==> src/rtl/laser_pkg.sv <==
// laser_pkg: definitions shared by the LASER host and by LASER-side checkers.
//   NUM_POINTS  points per image; the LASER protocol fixes this at 40
//   RADIUS_SQ   squared coverage radius (radius 4)
//   IDX_W       width of a point index
//   point_t     one image point, 4-bit x and 4-bit y
//   host_state_t  host sequencing states
//   abs_diff    absolute difference of two 4-bit coordinates
package laser_pkg;

  localparam int NUM_POINTS = 40;
  localparam int RADIUS_SQ  = 16;
  localparam int IDX_W      = 6;

  typedef struct packed {
    logic [3:0] x;
    logic [3:0] y;
  } point_t;

  typedef enum logic [2:0] {
    ST_IDLE,
    ST_STREAM,
    ST_WAIT,
    ST_SCORE,
    ST_REPORT
  } host_state_t;

  function automatic logic [3:0] abs_diff(input logic [3:0] a, input logic [3:0] b);
    return (a > b) ? (a - b) : (b - a);
  endfunction

endpackage

==> src/rtl/laser_host_if.sv <==
// laser_host_if: link between the host driver and one LASER instance.
//   L_RST   active-high reset to LASER (host drives)
//   X, Y    point stream to LASER (host drives)
//   DONE    LASER completion pulse
//   C1X, C1Y, C2X, C2Y  LASER result centres, valid in the DONE cycle
// Modports: master = host side, slave = LASER side.
interface laser_host_if;

  logic       L_RST;
  logic [3:0] X;
  logic [3:0] Y;
  logic       DONE;
  logic [3:0] C1X;
  logic [3:0] C1Y;
  logic [3:0] C2X;
  logic [3:0] C2Y;

  modport master (
    output L_RST, X, Y,
    input  DONE, C1X, C1Y, C2X, C2Y
  );

  modport slave (
    input  L_RST, X, Y,
    output DONE, C1X, C1Y, C2X, C2Y
  );

endinterface

==> src/rtl/laser_cover_check.sv <==
// laser_cover_check: combinational coverage test of one point against two
// radius-4 circles.
//   pt       point under test
//   c1, c2   circle centres
//   covered  1 when the point lies inside or on either circle
module laser_cover_check
  import laser_pkg::*;
(
  input  point_t pt,
  input  point_t c1,
  input  point_t c2,
  output logic   covered
);

  logic [3:0] dx1, dy1, dx2, dy2;
  logic [8:0] d1_sq, d2_sq;

  // Differences stay 4-bit unsigned; the squares are summed in 9 bits so
  // the worst case 15^2 + 15^2 = 450 cannot wrap.
  always_comb begin
    dx1     = abs_diff(pt.x, c1.x);
    dy1     = abs_diff(pt.y, c1.y);
    dx2     = abs_diff(pt.x, c2.x);
    dy2     = abs_diff(pt.y, c2.y);
    d1_sq   = 9'(dx1) * 9'(dx1) + 9'(dy1) * 9'(dy1);
    d2_sq   = 9'(dx2) * 9'(dx2) + 9'(dy2) * 9'(dy2);
    covered = (d1_sq <= 9'(RADIUS_SQ)) || (d2_sq <= 9'(RADIUS_SQ));
  end

endmodule

==> src/rtl/laser_host.sv <==
// laser_host: host-side driver for the LASER two-circle coverage engine.
// Holds a 40-point image, streams it to LASER with LASER released from reset,
// waits for DONE, captures the two centres and scores how many image points
// fall inside the union of the two circles.
//   CLK, RST_N        clock (rising edge) and asynchronous active-low reset
//   WR_EN, WR_ADDR, WR_X, WR_Y  image write port, honoured only in IDLE
//   START             run request, honoured only in IDLE
//   BUSY              high while a run is in progress
//   laser             master side of laser_host_if (L_RST, X, Y, DONE, centres)
//   RES_C             captured {C1X,C1Y,C2X,C2Y}
//   SCORE             covered-point count, 0..40
//   RESULT_VALID      one-cycle pulse when RES_C/SCORE are final
//   TIMEOUT           sticky watchdog abort flag
// Build option: define LASER_HOST_TIMEOUT_EN to compile in the WAIT watchdog
// (limit TIMEOUT_CYCLES); without it WAIT lasts until DONE and TIMEOUT is 0.
module laser_host #(
  parameter int TIMEOUT_CYCLES = 16384
) (
  input  logic              CLK,
  input  logic              RST_N,
  input  logic              WR_EN,
  input  logic [5:0]        WR_ADDR,
  input  logic [3:0]        WR_X,
  input  logic [3:0]        WR_Y,
  input  logic              START,
  output logic              BUSY,
  laser_host_if.master      laser,
  output logic [15:0]       RES_C,
  output logic [5:0]        SCORE,
  output logic              RESULT_VALID,
  output logic              TIMEOUT
);

  import laser_pkg::*;

  localparam logic [IDX_W-1:0] IDX_END  = IDX_W'(NUM_POINTS);
  localparam logic [IDX_W-1:0] IDX_LAST = IDX_W'(NUM_POINTS - 1);

  host_state_t      state;
  point_t           mem [NUM_POINTS];
  logic [IDX_W-1:0] idx;
  logic [5:0]       acc;
  logic             wr_ok;
  point_t           wr_pt;
  point_t           first_pt;
  point_t           cur_pt;
  point_t           cen1;
  point_t           cen2;
  logic             covered;

`ifdef LASER_HOST_TIMEOUT_EN
  localparam logic [15:0] WAIT_LAST = 16'(TIMEOUT_CYCLES - 1);
  logic [15:0] wait_cnt;
`else
  // Watchdog not built: the limit has no effect and the flag stays low.
  assign TIMEOUT = (TIMEOUT_CYCLES < 0);
`endif

  assign wr_ok = WR_EN && (state == ST_IDLE) && (WR_ADDR < IDX_W'(NUM_POINTS));
  assign wr_pt = '{x: WR_X, y: WR_Y};

  // A write to point 0 on the START edge must reach the stream's first cycle,
  // so the incoming data bypasses the memory for that one read.
  assign first_pt = (wr_ok && (WR_ADDR == '0)) ? wr_pt : mem[0];
  assign cur_pt   = mem[idx];
  assign cen1     = '{x: RES_C[15:12], y: RES_C[11:8]};
  assign cen2     = '{x: RES_C[7:4],   y: RES_C[3:0]};

  laser_cover_check u_cover (
    .pt      (cur_pt),
    .c1      (cen1),
    .c2      (cen2),
    .covered (covered)
  );

  // Image store; deliberately not reset so an image survives RST_N.
  always_ff @(posedge CLK) begin
    if (wr_ok) mem[WR_ADDR] <= wr_pt;
  end

  always_ff @(posedge CLK or negedge RST_N) begin
    if (!RST_N) begin
      state        <= ST_IDLE;
      laser.L_RST  <= 1'b1;
      laser.X      <= '0;
      laser.Y      <= '0;
      BUSY         <= 1'b0;
      RES_C        <= '0;
      SCORE        <= '0;
      RESULT_VALID <= 1'b0;
      idx          <= '0;
      acc          <= '0;
`ifdef LASER_HOST_TIMEOUT_EN
      TIMEOUT      <= 1'b0;
      wait_cnt     <= '0;
`endif
    end else begin
      case (state)
        ST_IDLE: begin
          laser.L_RST  <= 1'b1;
          laser.X      <= '0;
          laser.Y      <= '0;
          RESULT_VALID <= 1'b0;
          if (START) begin
            state       <= ST_STREAM;
            BUSY        <= 1'b1;
            laser.L_RST <= 1'b0;
            laser.X     <= first_pt.x;
            laser.Y     <= first_pt.y;
            idx         <= IDX_W'(1);
`ifdef LASER_HOST_TIMEOUT_EN
            TIMEOUT     <= 1'b0;
`endif
          end
        end

        // idx names the point driven in the next cycle; point 0 went out on entry.
        ST_STREAM: begin
          if (idx == IDX_END) begin
            state   <= ST_WAIT;
            laser.X <= '0;
            laser.Y <= '0;
            idx     <= '0;
`ifdef LASER_HOST_TIMEOUT_EN
            wait_cnt <= '0;
`endif
          end else begin
            laser.X <= cur_pt.x;
            laser.Y <= cur_pt.y;
            idx     <= idx + IDX_W'(1);
          end
        end

        ST_WAIT: begin
          if (laser.DONE) begin
            state       <= ST_SCORE;
            laser.L_RST <= 1'b1;
            RES_C       <= {laser.C1X, laser.C1Y, laser.C2X, laser.C2Y};
            acc         <= '0;
            idx         <= '0;
          end
`ifdef LASER_HOST_TIMEOUT_EN
          else if (wait_cnt == WAIT_LAST) begin
            state        <= ST_REPORT;
            laser.L_RST  <= 1'b1;
            TIMEOUT      <= 1'b1;
            SCORE        <= '0;
            RESULT_VALID <= 1'b1;
          end else begin
            wait_cnt <= wait_cnt + 16'd1;
          end
`endif
        end

        // The last point's coverage is folded straight into SCORE.
        ST_SCORE: begin
          if (idx == IDX_LAST) begin
            state        <= ST_REPORT;
            SCORE        <= acc + {5'd0, covered};
            RESULT_VALID <= 1'b1;
          end else begin
            acc <= acc + {5'd0, covered};
            idx <= idx + IDX_W'(1);
          end
        end

        ST_REPORT: begin
          state        <= ST_IDLE;
          RESULT_VALID <= 1'b0;
          BUSY         <= 1'b0;
        end

        default: state <= ST_IDLE;
      endcase
    end
  end

endmodule

==> src/flat_wrapper.sv <==
// flat-port wrapper written by rule: the top's interface ports become plain ports
module laser_host_flat import laser_pkg::*;
#(
  parameter int TIMEOUT_CYCLES = 16384
)
  (CLK, RST_N, WR_EN, WR_ADDR, WR_X, WR_Y, START, BUSY, RES_C, SCORE, RESULT_VALID, TIMEOUT, laser_L_RST, laser_X, laser_Y, laser_DONE, laser_C1X, laser_C1Y, laser_C2X, laser_C2Y);
  laser_host_if laser_i ();
  input  logic CLK;
  input  logic RST_N;
  input  logic WR_EN;
  input  logic [5:0] WR_ADDR;
  input  logic [3:0] WR_X;
  input  logic [3:0] WR_Y;
  input  logic START;
  output logic BUSY;
  output logic [15:0] RES_C;
  output logic [5:0] SCORE;
  output logic RESULT_VALID;
  output logic TIMEOUT;
  output wire logic [$bits(laser_i.L_RST)-1:0] laser_L_RST;
  output wire logic [$bits(laser_i.X)-1:0] laser_X;
  output wire logic [$bits(laser_i.Y)-1:0] laser_Y;
  input wire logic [$bits(laser_i.DONE)-1:0] laser_DONE;
  input wire logic [$bits(laser_i.C1X)-1:0] laser_C1X;
  input wire logic [$bits(laser_i.C1Y)-1:0] laser_C1Y;
  input wire logic [$bits(laser_i.C2X)-1:0] laser_C2X;
  input wire logic [$bits(laser_i.C2Y)-1:0] laser_C2Y;
  assign laser_L_RST = laser_i.L_RST;
  assign laser_X = laser_i.X;
  assign laser_Y = laser_i.Y;
  assign laser_i.DONE = laser_DONE;
  assign laser_i.C1X = laser_C1X;
  assign laser_i.C1Y = laser_C1Y;
  assign laser_i.C2X = laser_C2X;
  assign laser_i.C2Y = laser_C2Y;
  laser_host #(.TIMEOUT_CYCLES(TIMEOUT_CYCLES)) u_core (.CLK(CLK), .RST_N(RST_N), .WR_EN(WR_EN), .WR_ADDR(WR_ADDR), .WR_X(WR_X), .WR_Y(WR_Y), .START(START), .BUSY(BUSY), .laser(laser_i), .RES_C(RES_C), .SCORE(SCORE), .RESULT_VALID(RESULT_VALID), .TIMEOUT(TIMEOUT));
endmodule
==> config.mk <==
export PLATFORM = sky130hd
export DESIGN_NAME = laser_host_flat
export DESIGN_NICKNAME = d
export VERILOG_FILES = /design/src/rtl/laser_pkg.sv /design/src/rtl/laser_host_if.sv /design/src/rtl/laser_cover_check.sv /design/src/rtl/laser_host.sv /design/src/flat_wrapper.sv
export SDC_FILE = /design/constraint.sdc
export NUM_CORES = 1
export LEC_CHECK = 0
export CAP_MARGIN = 20
export CELL_PAD_IN_SITES_DETAIL_PLACEMENT = 1
export CELL_PAD_IN_SITES_GLOBAL_PLACEMENT = 1
export CORE_MARGIN = 5
export CORE_UTILIZATION = 52
export DETAILED_ROUTE_END_ITERATION = 10
export PLACE_DENSITY_LB_ADDON = 0.1
export SYNTH_ARGS = -nofsm -noshare
export SYNTH_HDL_FRONTEND = slang
export SYNTH_SLANG_ARGS = --single-unit
==> constraint.sdc <==
create_clock -name CLK -period 8.5 [get_ports CLK]
set_input_delay 2.55 -clock CLK [delete_from_list [all_inputs] [get_ports CLK]]
set_output_delay 2.55 -clock CLK [all_outputs]
set_load 0.01 [all_outputs]
== Yosys cells after proc, flatten, opt, wreduce, memory -nomap -nowiden ==
Memory sizes are Yosys's and may differ from the RTL's.
Index checks and enable logic that the tools add are counted.

* Flip-flop bits (word level): 48
* Bits in writable memories: 320
* Input port bits: 35
* Output and inout port bits: 34
* Memories: 1

{| class="wikitable"
|+ Memories
! name !! words !! bits a word !! read ports !! clocked after memory_dff !! wr ports !! line !! text
|-
| u_core.mem || 40 || 8 || 2 || 0 || 1 || laser_host.sv:40 || <nowiki>point_t mem [NUM_POINTS];</nowiki>
|}

* Add/sub/neg operators: 12
* Multiply operators: 4
* Order comparisons: 7
* Eq/ne operators: 11
* Multiplexer cells: 32
* Reductions and logical operators: 21

{| class="wikitable"
|+ Operators with widths
! kind !! count
|-
| 4-bit by 4-bit multiplier with 8-bit output || 4
|-
| 4-bit two-way mux || 8
|-
| 4-bit subtractor || 8
|-
| 6-bit two-way mux || 5
|-
| 6-bit one-hot mux with 4 select lines || 1
|-
| 8-bit by 8-bit adder with 9-bit output || 2
|-
| 9-bit by 5-bit less-or-equal comparator with 1-bit output (second input constant) || 2
|-
| 4-bit > comparator || 4
|-
| 4-bit one-hot mux with 2 select lines || 2
|-
| 6-bit == test (second input constant) || 2
|-
| 3-bit two-way mux || 4
|-
| 3-bit one-hot mux with 4 select lines || 1
|-
| 6-bit one-hot mux with 2 select lines || 1
|-
| 2-bit AND reduction || 5
|-
| 2-bit nonzero test || 5
|-
| 8-bit two-way mux || 1
|-
| 4-bit AND reduction || 2
|-
| 6-bit by 1-bit adder with 6-bit output || 1
|-
| 6-bit by 1-bit adder with 6-bit output (second input constant) || 1
|-
| 3-bit by 2-bit == test with 1-bit output (second input constant) || 2
|-
| 6-bit zero test || 1
|-
| 6-bit < comparator (second input constant) || 1
|-
| 1-bit two-way mux || 6
|-
| 2-bit inequality test (second input constant) || 3
|-
| other kinds (10) || 15
|}

== Logic depth before layout (Yosys ltp) ==
An unclocked memory read counts as a cell.

* Depth in word-level cells: 10
* Depth in mapped cells: 36
* Gate-level depth less buffers: 32

== Cells and area by module ==
A second synthesis with hierarchy kept.

* Cells, all modules: 1151
* Area, all modules: 17574.4 um^2

{| class="wikitable"
|+ By module, submodules not included
! module !! instances !! cells an instance !! area each (um^2) !! seq. area each (um^2)
|-
| laser_host || 1 || 819 || 14825.5 || 10811.6
|-
| laser_cover_check || 1 || 332 || 2748.9 || 0.0
|}

== Worst setup path before layout ==
Ideal clock, no wire load.

* Path kind: flip-flop to flip-flop
* Start: reg u_core.idx[1]
* End: reg u_core.acc[4]
* Data arrival time: 7.662 ns
* Data required time: 8.379 ns
* Path slack: 0.717 ns
* Stages on the path, launching flop included: 30
* Path buffers: 3
* Cell sequence: dfrtp_1 buf_2 buf_2 buf_4 mux4_2 a211oi_1 o2bb2ai_1 o21ai_0 fa_1 a21o_1 a21oi_1 or4_1 nand4_1 or2_2 fa_1 fa_1 fa_1 fa_1 inv_1 ha_1 a21o_1 a21oi_1 mux2_2 a32oi_1 o22ai_1 ha_1 ha_1 and3_1 nor3b_1 a22o_1

* Cells in the longest elaborated chain, start to end: 10

{| class="wikitable"
|+ RTL lines
! what !! line !! text
|-
| start: declaration || laser_host.sv:41 || <nowiki>logic [IDX_W-1:0] idx;</nowiki>
|-
| start signal: assignment || laser_host.sv:130 || <nowiki>idx <= idx + IDX_W'(1);</nowiki>
|-
| start signal: assignment || laser_host.sv:163 || <nowiki>idx <= idx + IDX_W'(1);</nowiki>
|-
| memory read 40 x 8 bit || n/a ||
|-
| 4-bit subtractor or 4-bit > comparator (tied branches) || laser_pkg.sv:28 || <nowiki>return (a > b) ? (a - b) : (b - a);</nowiki>
|-
| 4-bit two-way mux || laser_pkg.sv:28 ||
|-
| 4-bit by 4-bit multiplier with 8-bit output (on tied branches) || laser_cover_check.sv:25, laser_cover_check.sv:26 ||
|-
| 8-bit by 8-bit adder with 9-bit output (on tied branches) || laser_cover_check.sv:25, laser_cover_check.sv:26 ||
|-
| 9-bit by 5-bit less-or-equal comparator with 1-bit output || laser_cover_check.sv:27 || <nowiki>covered = (d1_sq <= 9'(RADIUS_SQ)) || (d2_sq <= 9'(RADIUS_SQ));</nowiki>
|-
| 1-bit logical OR || laser_cover_check.sv:27 ||
|-
| 6-bit by 1-bit adder with 6-bit output || laser_host.sv:162 || <nowiki>acc <= acc + {5'd0, covered};</nowiki>
|-
| 6-bit two-way mux || laser_host.sv:157 || <nowiki>if (idx == IDX_LAST) begin</nowiki>
|-
| 6-bit one-hot mux with 2 select lines || laser_host.sv:98 || <nowiki>case (state)</nowiki>
|-
| end signal: assignment || laser_host.sv:162 ||
|-
| end: declaration || laser_host.sv:42 || <nowiki>logic [5:0] acc;</nowiki>
|}

Several ways; a longest one is shown, not always the timed one. The select of a mux whose other input is x is not followed.
A chain may end at the register's enable or synchronous reset.

== Final worst setup path ==
* Start: reg u_core.idx[0]
* End: reg u_core.acc[4]

The elaborated chain is that of the path after synthesis.

==> results.env <==
ROW_COUNT=67
YOSYSUNIQUECELLTYPES=68
POSTSYNTHREGISTERBITS=368
ANTENNA_VIOLATING_NETS_POST_ROUTE=0
RESULT_OF_THE_RUN='finished clean'
DRT-VIAS-PER-INSTANCE=5.93
SYNTH_TOP_AREA_SHARE_PCT=55.1
NUMBER_OF_NETS_IN_THE_SYNTHESIZED_NETLIST=1310
CLOCK_TREE_FROM_TRITONCTS='done'
DIE_Y_UM=193
DIE_AREA_UM2=37300
CTS_HOLD_BUFFERS=0
CORE_REGION_AREA_UM2=33300
TIGHTEST_SLEW_NS=0.897
SYNTH-MAIN-FF-CELL='sky130_fd_sc_hd__edfxtp_1'
DRTPASS1ITERATIONS=5
WIRE_PER_INST_UM=25.9
IO_PINS=69
GRT_START_MAX_NET_PINS=49
SETUP.WORST_PATH.START='u_core.idx[0]'
POST-ROUTE-DRC-COUNT=0
SKEW_FINAL_NS=0.0213
GR-TOTAL-OVERFLOW=0
CRITICAL_PATH_REQUIRED_NS=8.90
SYNTH_AREA_PER_CELL_UM2=14.8
START_KIND='flip-flop'
POST_DP_HPWL_MM=32.6
YS_SEQ_AREA_SHARE_PCT=62.0
TOTALWIRELENGTH_MM=48.2
CLKSLEWWORSTSETUPHOLDPATHS_NS=0.06
YS.WARNINGS.COUNT=0
SETUP_SLACK_ON_THE_WORST_FLOP_TO_FLOP_PATH_NS=0.23
TIMING.CRITICAL_PATH.SLOWEST_CELL_DELAY_NS=0.57
FMAXACHIEVABLE_MHz=121
PORT_BUFFERS=67
INSERTEDDIODECOUNT=0
SETUP_VIOL=0
DRT_FIRST_ITER_VIOLATIONS=802
MIN_FROM='u_core.SCORE[2]'
WIDTH_OF_THE_DIE_UM=193
LAYOUT.FILLER_CELLS=3118
GRT_ANTENNA_BEFORE_REPAIR=0
CP_SLOWEST_CELL='sky130_fd_sc_hd__fa_2'
CLOCKROOTBUFFER='sky130_fd_sc_hd__clkbuf_16'
INITIAL_CORE_UTIL_PCT=52.4
NETLIST_TOP_CELLS_AREA='sky130_fd_sc_hd__edfxtp_1 55%, sky130_fd_sc_hd__mux4_2 7.5%, sky130_fd_sc_hd__dfrtp_1 6.7%'
NUM-NETS-FINAL=1517
GLOBAL_ROUTE_USAGE_OVER_ALL_LAYERS_PCT=25.8
CRITICAL_PATH.TOP_DELAY_FAMILY='adder cells'
YOSYS.AREA.TOP_TYPE='sky130_fd_sc_hd__edfxtp_1'
KIND_OF_CAPTURE_POINT_OF_THE_WORST_SETUP_PATH='flip-flop'
ROUTED-VIA-COUNT=11000
WORSTSKEWPAIRLATENCY_NS=0.53
SLEW_VIOL_FINAL=0
SYN-CELL-AREA_UM2=17400
PLACER_CONGESTION=0.868
CP.BUFFERS_INVERTERS=5
NUMCTSBUFFERS=40
UTILIZATION_PCT=63.3
WORST-ENDPOINT-ARRIVAL_NS=8.67
R2R-START='u_core.idx[0]'
CRITPATHKIND='flip-flop to flip-flop'
HOLD_CLASS='flip-flop to flip-flop'
CELL_SEEN_MOST_OFTEN_AMONG_CRITICAL_PATH_STAGES='sky130_fd_sc_hd__ha_1'
SYNTH-EDFF-COUNT=320
COUNT_OF_MAPPED_CELLS_OUT_OF_SYNTHESIS=1177
VIA_COUNT_OF_THE_FIRST_GLOBAL_ROUTING_PASS=11700
CLKSINKCOUNT=368
LAYOUT-DRIVE-GT1-SHARE_PCT=22.5
POSTSYNTH.ASYNCRESETSHARE_PCT=13.0
PATH_MAX_FANOUT=14
DRV_CAP=0
HOLD_VIOLATIONS=0
CTS-ROOT-TO-SINK-BUFFERS=3
TIMING.SLEW.HEADROOM_PCT=40.0
FINAL.MIN_CLOCK_PERIOD_NS=8.27
TIMING.FINAL.CRIT_SHARE_PCT=97.3
GRT_FIRST_PASS_WIRELENGTH_MM=71.5
FIN_SETUP_TNS_NS=0
LAYOUT-AREA-OVERHEAD-VS-SYNTH_PCT=20.8
HTREE_NUM_LEVELS=2
==> final timing paths <==
kind / endpoint / depth (start not counted)
min in group asynchronous: u_core.RES_C[7] / 2
max: u_core.acc[4] / 29
max reg2reg: u_core.acc[4] / 29
max in group asynchronous: u_core.idx[0] / 2
min: u_core.SCORE[2] / 2
min reg2reg: u_core.SCORE[2] / 2
==> state kept, by name (all words and copies together) (netlist names) <==
name / cells
u_core.RES_C: 16
u_core.acc: 6
u_core.idx: 6
u_core.RESULT_VALID: 1
u_core.SCORE: 6
u_core.BUSY: 1
u_core.laser.Y: 4
u_core.laser.X: 4
u_core.mem: 320
u_core.laser.L_RST: 1
u_core.state: 3
==> routing by layer <==
metal  share of wire [%]  GRT usage, %  vias to the layer above  wire length, um
li1                    -             -                     4897                -
met1                  41          35.4                     5647            20000
met2                  49          43.2                      412            23600
met3                 6.8          3.84                       80             3280
met4                 2.9          7.76                        0             1420
met5                   0             0                        -                0
==> worst min-delay path, stage by stage (launching register included) <==
cell and delay [ns]:
sky130_fd_sc_hd__dfrtp_1 0.34, sky130_fd_sc_hd__nand2_1 0.05, sky130_fd_sc_hd__o21ai_0 0.06
==> cells in the mapped netlist, drive strengths merged, types with 10 or more instances <==
cell / count
dfrtp: 47
fa: 30
nor2: 85
mux2: 14
o21ai: 48
nor2b: 16
ha: 68
a21oi: 21
nand3: 10
o21a: 11
clkbuf: 17
mux2i: 55
nor3: 14
nand2: 84
nand2b: 14
edfxtp: 320
inv: 69
a21o: 16
mux4: 58
buf: 33
o22ai: 20
a221oi: 16
==> stage by stage <==
stage | setup slack [ns] | area, um2 | hold slack (ns) | cells
after floorplan | 0.717 | 17400 | 0.480 | 1177
after global placement | 0.0204 | 19400 | 0.464 | 1764
after detailed placement | -0.241 | 19400 | 0.474 | 1764
after CTS | 0.0107 | 20700 | 0.486 | 1840
after global routing | -0.0616 | 21100 | 0.508 | 1861
final | 0.231 | 21100 | 0.483 | 1861
==> cell usage in the layout, fill, tap and decap left out, drive strengths merged, types with 11 or more instances in the layout <==
cell type	instances
a21o	16
a21oi	21
a221oi	16
buf	149
clkbuf	47
clkdlybuf4s50	66
clkinv	18
dfrtp	47
edfxtp	320
fa	30
ha	68
inv	71
mux2	14
mux2i	55
mux4	58
nand2	84
nand2b	14
nor2	85
nor2b	16
nor3	14
o21a	11
o21ai	48
o22ai	20
==> cells by family after synthesis <==
kind of cell               after synthesis  share of synthesized area, %
xor gates and xnor gates                 6                         0.301
and+or+nand+nor                        269                          7.42
buffers and inverters                  120                          2.94
muxes                                  127                          11.6
adders and majority gates               98                          8.32
other                                    1                        0.0215
DFF                                    368                          62.0
AOI/OAI and AO/OA                      188                          7.42
==> cell type report <==
| type | count | area, um2 | share of cell area (%) |
|---|---|---|---|
| well taps | 448 | 561 | 2.66 |
| clock buffers | 47 | 1030 | 4.88 |
| multi-input cells | 689 | 6290 | 29.9 |
| flip-flops and latches | 368 | 10800 | 51.4 |
| repair buffers | 215 | 1920 | 9.12 |
| clock inverters | 24 | 181 | 0.861 |
| inverters | 70 | 263 | 1.25 |
==> what timing repair did <==
item                                    CTS  global route
endpoints found under the setup margin   10            11
buffers inserted                          5            21
pin swaps                                 0            15
gates resized for setup                   5            42
Power is left out: the tool's default activity adds up to more than one toggle a clock period on the data nets, which glitch-free logic cannot reach.
